===== config.mk =====
export PLATFORM = sky130hd
export DESIGN_NAME = maxpool_engine_flat
export DESIGN_NICKNAME = d
export VERILOG_FILES = /design/src/rtl/maxpool_if.sv /design/src/rtl/maxpool_engine.sv /design/src/flat_wrapper.sv
export SDC_FILE = /design/constraint.sdc
export NUM_CORES = 1
export LEC_CHECK = 0
export ABC_AREA = 1
export BUFFER_PORTS_ARGS = -buffer_cell sky130_fd_sc_hd__clkbuf_2
export CAP_MARGIN = 5
export CORE_ASPECT_RATIO = 1.4
export CORE_MARGIN = 10
export CORE_UTILIZATION = 55
export DETAILED_ROUTE_END_ITERATION = 7
export MAX_ROUTING_LAYER = met4
export PLACE_DENSITY = 0.76
export SLEW_MARGIN = 20
export SYNTH_ARGS = -nofsm -noshare
export SYNTH_HDL_FRONTEND = slang
export SYNTH_SLANG_ARGS = --single-unit

===== constraint.sdc =====
create_clock -name clk -period 8.2 [get_ports clk]
set_input_delay 1.23 -clock clk [delete_from_list [all_inputs] [get_ports clk]]
set_output_delay 1.23 -clock clk [all_outputs]
set_load 0.05 [all_outputs]

===== src/rtl/maxpool_if.sv =====
// Handshake bundle between the command sequencer / data streams and maxpool_engine.
// The engine uses the slave modport; the sequencer or bench uses master.
interface maxpool_if;
  logic        engine_reset;
  logic        maxpool_ready;
  logic [7:0]  kernel_size;
  logic [15:0] data_in;
  logic        data_in_valid;
  logic        data_in_rdy;
  logic [15:0] result;
  logic        result_valid;
  logic        result_rdy;
  logic        maxpool_valid;

  modport master (
    output engine_reset, maxpool_ready, kernel_size, data_in, data_in_valid, result_rdy,
    input  data_in_rdy, result, result_valid, maxpool_valid
  );

  modport slave (
    input  engine_reset, maxpool_ready, kernel_size, data_in, data_in_valid, result_rdy,
    output data_in_rdy, result, result_valid, maxpool_valid
  );
endinterface


===== src/rtl/maxpool_engine.sv =====
// FP16 K x K max-pool engine: streams K*K samples per window and emits the window maximum.
// Optional fused ReLU on the result when MAXPOOL_RELU_EN is defined.
module maxpool_engine (
  input logic      clk,
  input logic      rst,
  maxpool_if.slave bus
);

  localparam logic [1:0] IDLE  = 2'd0;
  localparam logic [1:0] ACCUM = 2'd1;
  localparam logic [1:0] OUT   = 2'd2;

  logic [1:0]  state;
  logic [3:0]  k_lat;
  logic [3:0]  k_clamped;
  logic [7:0]  sample_cnt;
  logic [7:0]  win_len;
  logic [3:0]  group_cnt;
  logic [15:0] run_max;
  logic [15:0] next_max;
  logic [15:0] out_val;
  logic [15:0] result_q;
  logic        result_valid_q;
  logic        maxpool_valid_q;
  logic        accept;
  logic        last_sample;

  // Maps FP16 onto an unsigned key whose order matches numeric order (+0 above -0).
  function automatic logic [15:0] fp16_key(input logic [15:0] x);
    return x[15] ? ~x : (x | 16'h8000);
  endfunction

  always_comb begin
    k_clamped = bus.kernel_size[3:0];
    if (bus.kernel_size == 8'd0)
      k_clamped = 4'd1;
    else if (bus.kernel_size > 8'd15)
      k_clamped = 4'd15;
  end

  assign win_len     = {4'd0, k_lat} * {4'd0, k_lat};
  assign accept      = (state == ACCUM) && bus.data_in_valid;
  assign last_sample = accept && (sample_cnt == win_len - 8'd1);

  always_comb begin
    next_max = run_max;
    if (sample_cnt == 8'd0 || fp16_key(bus.data_in) > fp16_key(run_max))
      next_max = bus.data_in;
`ifdef MAXPOOL_RELU_EN
    out_val = next_max[15] ? 16'h0000 : next_max;
`else
    out_val = next_max;
`endif
  end

  assign bus.data_in_rdy   = (state == ACCUM);
  assign bus.result        = result_q;
  assign bus.result_valid  = result_valid_q;
  assign bus.maxpool_valid = maxpool_valid_q;

  // engine_reset behaves exactly like rst so an aborted command leaves no residue.
  always_ff @(posedge clk) begin
    if (rst || bus.engine_reset) begin
      state           <= IDLE;
      k_lat           <= 4'd1;
      sample_cnt      <= 8'd0;
      group_cnt       <= 4'd0;
      run_max         <= 16'h0000;
      result_q        <= 16'h0000;
      result_valid_q  <= 1'b0;
      maxpool_valid_q <= 1'b0;
    end else begin
      maxpool_valid_q <= 1'b0;
      case (state)
        IDLE: begin
          if (bus.maxpool_ready) begin
            state <= ACCUM;
            k_lat <= k_clamped;
          end
        end
        ACCUM: begin
          if (accept) begin
            run_max    <= next_max;
            sample_cnt <= sample_cnt + 8'd1;
            if (last_sample) begin
              state          <= OUT;
              result_q       <= out_val;
              result_valid_q <= 1'b1;
            end
          end
        end
        OUT: begin
          if (bus.result_rdy) begin
            result_valid_q <= 1'b0;
            group_cnt      <= group_cnt + 4'd1;
            sample_cnt     <= 8'd0;
            run_max        <= 16'h0000;
            if (group_cnt == 4'd15)
              maxpool_valid_q <= 1'b1;
            state <= bus.maxpool_ready ? ACCUM : IDLE;
          end
        end
        default: state <= IDLE;
      endcase
    end
  end

endmodule

===== src/flat_wrapper.sv =====
// flat-port wrapper written by rule: the top's interface ports become plain ports
module maxpool_engine_flat 
  (clk, rst, bus_engine_reset, bus_maxpool_ready, bus_kernel_size, bus_data_in, bus_data_in_valid, bus_result_rdy, bus_data_in_rdy, bus_result, bus_result_valid, bus_maxpool_valid);
  maxpool_if bus_i ();
  input logic clk;
  input logic rst;
  input wire logic [$bits(bus_i.engine_reset)-1:0] bus_engine_reset;
  input wire logic [$bits(bus_i.maxpool_ready)-1:0] bus_maxpool_ready;
  input wire logic [$bits(bus_i.kernel_size)-1:0] bus_kernel_size;
  input wire logic [$bits(bus_i.data_in)-1:0] bus_data_in;
  input wire logic [$bits(bus_i.data_in_valid)-1:0] bus_data_in_valid;
  input wire logic [$bits(bus_i.result_rdy)-1:0] bus_result_rdy;
  output wire logic [$bits(bus_i.data_in_rdy)-1:0] bus_data_in_rdy;
  output wire logic [$bits(bus_i.result)-1:0] bus_result;
  output wire logic [$bits(bus_i.result_valid)-1:0] bus_result_valid;
  output wire logic [$bits(bus_i.maxpool_valid)-1:0] bus_maxpool_valid;
  assign bus_i.engine_reset = bus_engine_reset;
  assign bus_i.maxpool_ready = bus_maxpool_ready;
  assign bus_i.kernel_size = bus_kernel_size;
  assign bus_i.data_in = bus_data_in;
  assign bus_i.data_in_valid = bus_data_in_valid;
  assign bus_i.result_rdy = bus_result_rdy;
  assign bus_data_in_rdy = bus_i.data_in_rdy;
  assign bus_result = bus_i.result;
  assign bus_result_valid = bus_i.result_valid;
  assign bus_maxpool_valid = bus_i.maxpool_valid;
  maxpool_engine u_core (.clk(clk), .rst(rst), .bus(bus_i));
endmodule

[Word level (Yosys, flattened, before mapping)]
Cells that the tools add are included.
Storage, ports and cells
  register bits after elaboration: 52
  input port bits: 30
  output and inout port bits: 19
  logic and storage cells: 63
Cells by class
  mux-type cells: 22
  $add $sub $neg: 3
  $lt $le $gt $ge: 2
  multiply operators: 1
  equality and inequality tests: 8
  bitwise gates (word level): 4
  reduce and logical (&&, ||, !) cells: 15
Operators with widths (count)
  $mux W16: 5
  $not A16 Y16: 2
  $pmux W16 S2: 1
  $gt A16 B16 Y1: 1
  $logic_not A8 Y1: 2
  $mux W8: 2
  $pmux W8 S2: 1
  $add A8 B1 Y8 const B: 1
  $eq A8 B8 Y1: 1
  $gt A8 B4 Y1 const B: 1
  $mul A4 B4 Y8: 1
  $mux W2: 4
  $mux W4: 2
  $reduce_and A4 Y1: 2
  $sub A8 B1 Y8 const B: 1
  $pmux W2 S3: 1
  $reduce_and A3 Y1: 2
  $mux W1: 5
  $add A4 B1 Y4 const B: 1
  $eq A4 B4 Y1 const B: 1
  $ne A2 B1 Y1 const B: 2
  $ne A2 B2 Y1 const B: 2
  $reduce_and A2 Y1: 2
  $reduce_or A3 Y1: 1
  other kinds (8): 11

[Longest topological paths before layout]
Gate-level depths: netlist of the first run.
  depth after elaboration: 7
  depth in mapped cells: 21
  gate-level depth less buffers: 19

[Least setup slack after synthesis of the first run]
OpenSTA, ideal clock, no wires.
  kind: input to register
  from: input bus_data_in[15]
  to: register u_core.result_q[8], in the netlist u_core.bus.result[8]
  setup slack: 4.888 ns
  stages: 16
  setup time: 0.109 ns
  data required time: 8.091 ns
  path buffers: 3
  arrival time: 3.203 ns
  cell sequence: clkbuf_1 > buf_2 > xor2_1 > ha_1 > nand4_1 > nor3_1 > nand2_1 > nand2_1 > nand2_2 > nand2_2 > buf_4 > nand2_1 > nand2_1 > nand2_1 > nand2_1 > inv_1
On the way
  word-level cells in the longest chain between the ends: 5
Ends and longest elaborated chain
  from (decl): RTL line flat_wrapper.sv:10  | input wire logic [$bits(bus_i.data_in)-1:0] bus_data_in;
  $not A16 Y16: RTL line maxpool_engine.sv:30  | return x[15] ? ~x : (x | 16'h8000);
  $mux W16 (*): RTL line maxpool_engine.sv:30
  $gt A16 B16 Y1 (*): RTL line maxpool_engine.sv:47  | if (sample_cnt == 8'd0 || fp16_key(bus.data_in) > fp16_key(run_max))
  $logic_or A1 B1 Y1 (*): RTL line maxpool_engine.sv:47
  $mux W16 (*): RTL line maxpool_engine.sv:47
  to (signal assigned): RTL line maxpool_engine.sv:87  | result_q <= out_val;
  to (decl): RTL line maxpool_engine.sv:22  | logic [15:0] result_q;
Mark *: on every way between the ends. The rest lies on a longest branch, timed or not.
A chain may end at the register's enable or synchronous reset.

[Final worst setup path of the first run]
  from: input bus_data_in[15]
  to: register u_core.run_max[15]
On the way
  word-level cells in the longest chain between the ends: 7
Ends and longest elaborated chain
  $not A16 Y16: RTL line maxpool_engine.sv:30
  $mux W16: RTL line maxpool_engine.sv:30
  $gt A16 B16 Y1: RTL line maxpool_engine.sv:47
  $logic_or A1 B1 Y1: RTL line maxpool_engine.sv:47
  $mux W16 (*): RTL line maxpool_engine.sv:47
  $mux W16 (*): RTL line maxpool_engine.sv:82  | if (accept) begin
  $pmux W16 S2 (*): RTL line maxpool_engine.sv:74  | case (state)
  to (signal assigned): RTL line maxpool_engine.sv:83  | run_max <= next_max;
  to (decl): RTL line maxpool_engine.sv:19  | logic [15:0] run_max;
Mark *: on every way between the ends. The rest lies on a longest branch, timed or not. The select of a mux whose other input is x is not followed.

==> results of run 1 <==
[kinds of logic after synthesis]
| group | count (synthesis) | synth area share [%] |
|---|---|---|
| and+or+nand+nor | 298 | 35.1 |
| buffers and inverters | 115 | 12.8 |
| DFF | 52 | 27.2 |
| AOI/OAI and AO/OA | 49 | 7.14 |
| xor gates and xnor gates | 33 | 7.56 |
| adders and majority gates | 31 | 10.2 |
[metal layers]
layer	vias up	track usage (%)	part of all wire (%)
met2	50	29.3	51
li1	1874	-	-
met5	-	-	0
met4	0	4.19	1.1
met1	1581	17.0	45
met3	7	2.34	3.0
[worst max-delay path, stage by stage]
cell and delay, ps:
clkbuf_2 310, xor2_1 260, ha_1 340, nand4_1 130, nor3_1 220, nand3_1 130
nand2_2 290, nand2_2 280, nand2_1 190, nand3_1 90, a21oi_1 130
[cells in the mapped netlist (2+ instances only)]
cell	count
nand4_1	3
a21oi_1	35
xor2_1	18
buf_4	2
nor2_1	31
nand3_1	49
nor3_1	10
o21ai_0	4
nand2_2	4
nor4_1	4
dfxtp_1	52
a211oi_1	4
ha_1	31
nor2_4	2
buf_2	9
xnor2_1	15
nand4_2	2
inv_1	94
inv_2	2
o21bai_1	2
nand2_1	162
nor2_2	26
clkbuf_1	4
[path summary, 6_finish.rpt]
kind	to	cells after the start
setup / recovery	u_core.run_max[15]$_SDFFE_PP0P_	11
hold / removal	u_core.bus.result_valid$_SDFFE_PP0P_	2
setup reg to reg	u_core.bus.result[14]$_SDFFE_PP0P_	19
hold reg to reg	u_core.bus.result_valid$_SDFFE_PP0P_	2
[sequential cells by signal, indices dropped and copies added (netlist names)]
signal,flops
u_core.run_max,16
u_core.group_cnt,4
u_core.bus.maxpool_valid,1
u_core.sample_cnt,8
u_core.k_lat,4
u_core.bus.result,16
u_core.state,2
u_core.bus.result_valid,1
[area by class of cell]
class                           count  area (sq um)
Multi-Input combinational cell    411          2290
Sequential cell                    52          1040
Timing Repair Buffer               49           248
Tap cell                           92           115
Clock buffer                        5          68.8
Inverter                           97           367
Fill cell                         642          2500
Clock inverter                      3          27.5
[report_power, final]
| part | internal, mW | switching (mW) |
|---|---|---|
| sequential | 0.257 | 0.00622 |
| combinational | 0.0600 | 0.103 |
| clock | 0.0628 | 0.0916 |
| total | 0.380 | 0.201 |
[stage by stage]
stage	total power, mW	worst slack (ps)
finish	0.581	4850
global route	0.621	4640
CTS	0.587	4850
detailed placement	0.433	4510
global placement	0.429	4560
floorplan	0.398	4890
==> metrics.md, run 1 <==
| Metric | Value |
|---|---|
| CP arrival | `3590 ps` |
| # setup viols final | `0` |
| Rows | `35` |
| Fin Hold WS | `468 ps` |
| Worst setup EP type | `flop` |
| Fin. Hold Viols | `0` |
| DR pass1 iterations | `4` |
| Required time worst endpoint | `8440 ps` |
| Slew margin rel. | `37.7%` |
| Tcrit/Tclk final | `40.9%` |
| Routed len/inst | `around 12 microns` |
| Post-Syn Area per Cell | `6.61 sq um` |
| Synth area leader | `dfxtp_1` |
| CTS sink cnt | `52` |
| Critical path class | `primary input to flop` |
| PwrDens | `140 nW/um^2` |
| Starting Density | `57.4%` |
| Clock Tree Root | `clkbuf_8` |
| Largest net degree at the start of global routing | `38` |
| Avg Vias per Cell | `around 5` |
| Most common cell after layout, fill and taps aside | `nand2_1` |
| Maximum VDD drop | `0.106 mV` |
| Status | `finished, final reports clean` |
| RSZ-0062 raised after global routing | `no` |
| Warnings from Yosys | `0` |
| First-pass GRT wire length | `14600 microns` |
| Post-detailed-route count of antenna-violating nets | `0` |
| Top-area cell type share of the netlist area | `27.2%` |
| Maxcap violations | `0` |
| Port bufs | `48` |
| GRT overflow | `0` |
| Deepest clock path buffer count | `2` |
| Worst-Margin Slew | `933 ps` |
| Worst Setup SP | `bus_data_in[15]` |
| Synth Net Count | `around 640` |
| Area after DPL | `4060 sq um` |
| Clk slew on worst S/H paths | `100 ps` |
| Top_reg_cell synth | `dfxtp_1` |
| IO Pins | `49` |
| Full die area | `10700 sq um` |
| Via count | `roughly 3.5k` |
| Placed Instances | `around 700` |
| Initial antenna violation count | `0` |
| Hold Startpoint | `u_core.bus.result_valid$_SDFFE_PP0P_` |
| Max-slew violation count | `0` |
| Commonest non-fill, non-tap cells in the layout | `nand2_1 (162), inv_1 (94), dfxtp_1 (52)` |
| Vias in the first global route | `3454` |
| Post-Layout Inst Area | `4160 sq um` |
| Postcts setup bufs | `0` |
| Crit path max fanout | `17` |
| Setup_tns | `0 ps` |
| Mapped cell area | `between 3000 and 4000 sq um` |
| Post-route minimum period | `between 3000 and 4000 ps` |
| CTS tree | `done` |
| First DRT Iteration DRCs | `226` |
| Post-Route WL | `between 8000 and 9000 microns` |
| Synth Register Bits | `52` |
| Leakage power | `2.00 nW` |
| Clock latency on the worst-skew pair | `310 ps` |
| Final net count | `677` |
| Die X | `~90 microns` |
| Core area | `6660 sq um` |
| EDFF count, synth | `0` |
| CTS resizes | `0` |
| GPL Wtd Cong | `0.828` |
| Diode count | `0` |
| Post-CTS Hold Buffers | `0` |
| CTS H-tree depth | `2` |
| Cell variety after synth | `36` |
| Height of the die | `between 100 and 150 microns` |
| R2R Setup Slk | `5090 ps` |
| Sequential cell area fraction in the yosys report | `between 20% and 30%` |
| Fin cells | `around 700` |
| Fin Clk Skew | `11.6 ps` |
| Area Growth Syn to Fin | `8.84%` |
| Hold Path Class | `flop to flop` |
| FF-to-FF Start | `u_core.k_lat[3]$_SDFFE_PP0P_` |
| DR DRC count | `0` |
| Final core utilization | `62.5%` |
| Mapped Cells | `about 580` |
| TritonCTS Buffers | `5` |
| Critical Path Start Type | `primary input` |
| HPWL Detailed | `6540 microns` |
| Largest cells by area after synthesis | `dfxtp_1 (27%), nand2_1 (16%), ha_1 (10%)` |
| FMAX | `0.299 GHz` |
| Ys async rst share | `0%` |
| Total GRT Usage | `15.8%` |
| Layout cell share with drive strength beyond 1 | `15.9%` |
Note: power is estimated with default switching activity, not from simulation.
==> inputs of run 2 (changes only) <==
ABC_AREA = 0   (was 1)
PLACE_DENSITY = 0.77   (was 0.76)
clock period = 3.2 ns   (was 8.2 ns; I/O delays follow)
==> run 2 against run 1 <==
Compared with the run above: first-iteration DRC count decreased by 63%; highest routed layer unchanged; clock skew decreased by 0.64 ps; critical path depth increased by 3; critical endpoint is now u_core.state[1]$_SDFFE_PP0P_; synthesized area decreased by 8.5%; combinational power increased by 110%; cell count decreased by 27%; final area decreased by 0.18%; count of clock-buffer cells in the layout increased by 1; flip-flop and latch count unchanged.
==> metrics.md, run 2 <==
| Metric | Value |
|---|---|
| EDFF count, synth | `0` |
| Rows | `34` |
| Tcrit/Tclk final | `96.4%` |
| Commonest cells in the netlist | `dfxtp_1 (52), nand2_1 (34), ha_1 (31)` |
| R2R Setup Slk | `110 ps` |
| Mapped Cells | `393` |
| Crit path buf inv count | `2` |
| Crit-path cells | `nand2_2 > ha_1 > xnor2_1 > ha_1 > ha_4 > a211o_1 > buf_6 > a2111o_1 > o211a_1 > a21oi_4 > nor2_4 > buf_12 > a21oi_4 > nor2_1` |
| Critical Path Start Type | `flop` |
| Height of the die | `114 microns` |
| Largest stage delay on the critical path | `400 ps` |
| FMAX | `0.324 GHz` |
| Post-CTS Hold Buffers | `0` |
| Max-slew violation count | `0` |
| Worst Setup SP | `u_core.k_lat[1]$_SDFFE_PP0P_` |
| Cell with the most instances after synthesis | `dfxtp_1` |
| CTS H-tree depth | `2` |
| PwrDens | `356 nW/um^2` |
| Slowest stage cell, crit path | `a2111o_1` |
| Final net count | `505` |
| Port bufs | `48` |
| RSZ-0062 raised after global routing | `yes` |
| Clock Tree Root | `clkbuf_8` |
| Filler Cells Inserted | `506` |
| DR pass1 iterations | `5` |
| Synth Net Count | `454` |
| Required time worst endpoint | `3400 ps` |
| Fin. Hold Viols | `0` |
| Worst-Margin Slew | `690 ps` |
| Sequential cell area fraction in the yosys report | `between 20% and 30%` |
| Largest cells by area after synthesis | `dfxtp_1 (30%), ha_1 (11%), xnor2_1 (6.3%)` |
| Hold Path Class | `primary input to flop` |
| Initial antenna violation count | `0` |
| Area Growth Syn to Fin | `18.7%` |
| Routed len/inst | `16.3 microns` |
| Maxcap violations | `0` |
| Critical path class | `flop to flop` |
| Leakage power | `1.67 nW` |
| Synth area leader | `dfxtp_1` |
| Worst setup EP type | `flop` |
| Crit path max fanout | `11` |
| IO Pins | `49` |
| # setup viols final | `0` |
| CP arrival | `3280 ps` |
| Ys async rst share | `0%` |
| Tot Pwr | `1.48 mW` |
| Multi-input gate area | `2380 sq um` |
| First-pass GRT wire length | `13900 microns` |
| TritonCTS Buffers | `5` |
| First DRT Iteration DRCs | `84` |
| Layout cell share with drive strength beyond 1 | `between 30 and 40%` |
| Post-detailed-route count of antenna-violating nets | `0` |
| Post-route minimum period | `between 3000 and 4000 ps` |
| Maximum VDD drop | `approximately 0.28 mV` |
| Clock latency on the worst-skew pair | `310 ps` |
| Status | `finished, final reports clean` |
| Top_reg_cell synth | `dfxtp_1` |
| Post-Route WL | `between 8000 and 9000 microns` |
| Full die area | `between 9000 and 10000 sq um` |
| CTS tree | `done` |
| Via count | `2999` |
| Mapped cell area | `roughly 3500 sq um` |
| Starting Density | `56.3%` |
| Deepest clock path buffer count | `2` |
| Diode count | `0` |
| Warnings from Yosys | `0` |
| Hold Startpoint | `bus_kernel_size[0]` |
| Synth Register Bits | `between 50 and 60` |
| Core area | `6210 sq um` |
| Avg Vias per Cell | `around 5.8` |
| Kind of cell adding the most delay to the critical path | `compound AO/OA/AOI/OAI gates` |
| FF-to-FF Start | `u_core.k_lat[1]$_SDFFE_PP0P_` |
| Vias in the first global route | `3033` |
| GPL Wtd Cong | `0.837` |
| Most common cell after layout, fill and taps aside | `dfxtp_1` |
| Final core utilization | `66.8%` |
| Reg area | `1050 sq um` |
| Die X | `87.4 microns` |
| Post-Syn Area per Cell | `between 8 and 9 sq um` |
| Total GRT Usage | `roughly 17%` |
| Commonest non-fill, non-tap cells in the layout | `dfxtp_1 (49), clkbuf_2 (48), nand2_1 (33)` |
| GRT overflow | `0` |
| Clk slew on worst S/H paths | `approximately 90 ps` |
| Top-area cell type share of the netlist area | `roughly 30%` |
| Largest net degree at the start of global routing | `28` |
| HPWL Detailed | `5890 microns` |
| CTS sink cnt | `52` |
| DR DRC count | `0` |
| Slew margin rel. | `54.0%` |
| Fin Clk Skew | `11.0 ps` |
| Cell variety after synth | `slightly below 50` |
-- run 2: cell types whose count changed after synthesis, sizes merged, moves of 4 or more --
cell    change
nand4      +16
nor3        -4
nor2b       +4
mux2i      +17
clkbuf     +12
o21ai      +21
inv        -84
xnor2      +10
nand2     -132
nor2       -28
a211oi     +13
a21oi      -15
or3         +4
nand3      -43
-- run 2: repair_timing --
action	4_1_cts	5_1_grt
setup buffers	4	1
cloned	1	0
resized for setup	6	31
setup endpoints to repair	19	19
pin swaps	3	12
-- run 2: power by group --
part / leakage, nW / total (mW) / switching, mW / internal (mW)
Clock: 0.0552 / 0.463 / 0.230 / 0.233
Sequential: 0.420 / 0.664 / 0.00943 / 0.655
Combinational: 1.20 / 0.349 / 0.196 / 0.154
-- run 2: worst reg2reg max path, stage by stage (launching register included) --
cell	delay [ps]
dfxtp_2	370
nand2_2	60
ha_1	300
xnor2_1	130
ha_1	310
ha_4	180
a211o_1	270
buf_6	130
a2111o_1	400
o211a_1	140
a21oi_4	230
nor2_4	80
buf_12	160
a21oi_4	140
nor2_1	60
-- run 2: worst paths after layout --
check                                                           end  cells past startpoint
worst min register to register  u_core.bus.maxpool_valid$_SDFF_PP0_                      2
worst max-delay path                   u_core.state[1]$_SDFFE_PP0P_                     14
worst max register to register         u_core.state[1]$_SDFFE_PP0P_                     14
worst min-delay path                   u_core.k_lat[0]$_SDFFE_PP1P_                      3
-- run 2: layout make-up --
cell class | count | share of cell area [%]
Multi-Input combinational cell | 301 | 57.4
Sequential cell | 52 | 25.2
Clock buffer | 6 | 1.75
Inverter | 13 | 1.18
Tap cell | 72 | 2.17
Clock inverter | 2 | 0.844
Timing Repair Buffer | 71 | 11.4
-- run 2: logic make-up (layout without fill, tap and decap cells) --
kind of cell	after synthesis	count (layout)	share of synthesized area, %
adders and majority gates	32	32	11.4
buffers and inverters	41	92	5.47
and+or+nand+nor	121	122	17.8
DFF	52	52	29.8
xor gates and xnor gates	46	46	11.5
muxes	18	18	5.19
AOI/OAI and AO/OA	83	83	18.9
-- run 2: layer usage --
layer  vias up  global-route usage [%]  share of wire [%]
met3         9                    3.28                4.0
met2        42                    31.1                 55
met5         -                       -                  0
met1      1450                    18.4                 40
li1       1498                       -                  -
met4         0                    4.26                1.0
-- run 2: stage by stage --
| step | worst slack [ps] | cell area (sq um) | std cells | setup TNS (ps) | hold slack (ps) |
|---|---|---|---|---|---|
| after global routing | -39.8 | 4150 | 517 | -125 | 445 |
| after floorplan | 31.8 | 3500 | 393 | 0 | 419 |
| final | 115 | 4150 | 517 | 0 | 423 |
| after global placement | -183 | 3850 | 503 | -3160 | 440 |
| after detailed placement | -299 | 3850 | 503 | -4640 | 440 |
| after CTS | 31.7 | 4040 | 516 | 0 | 428 |
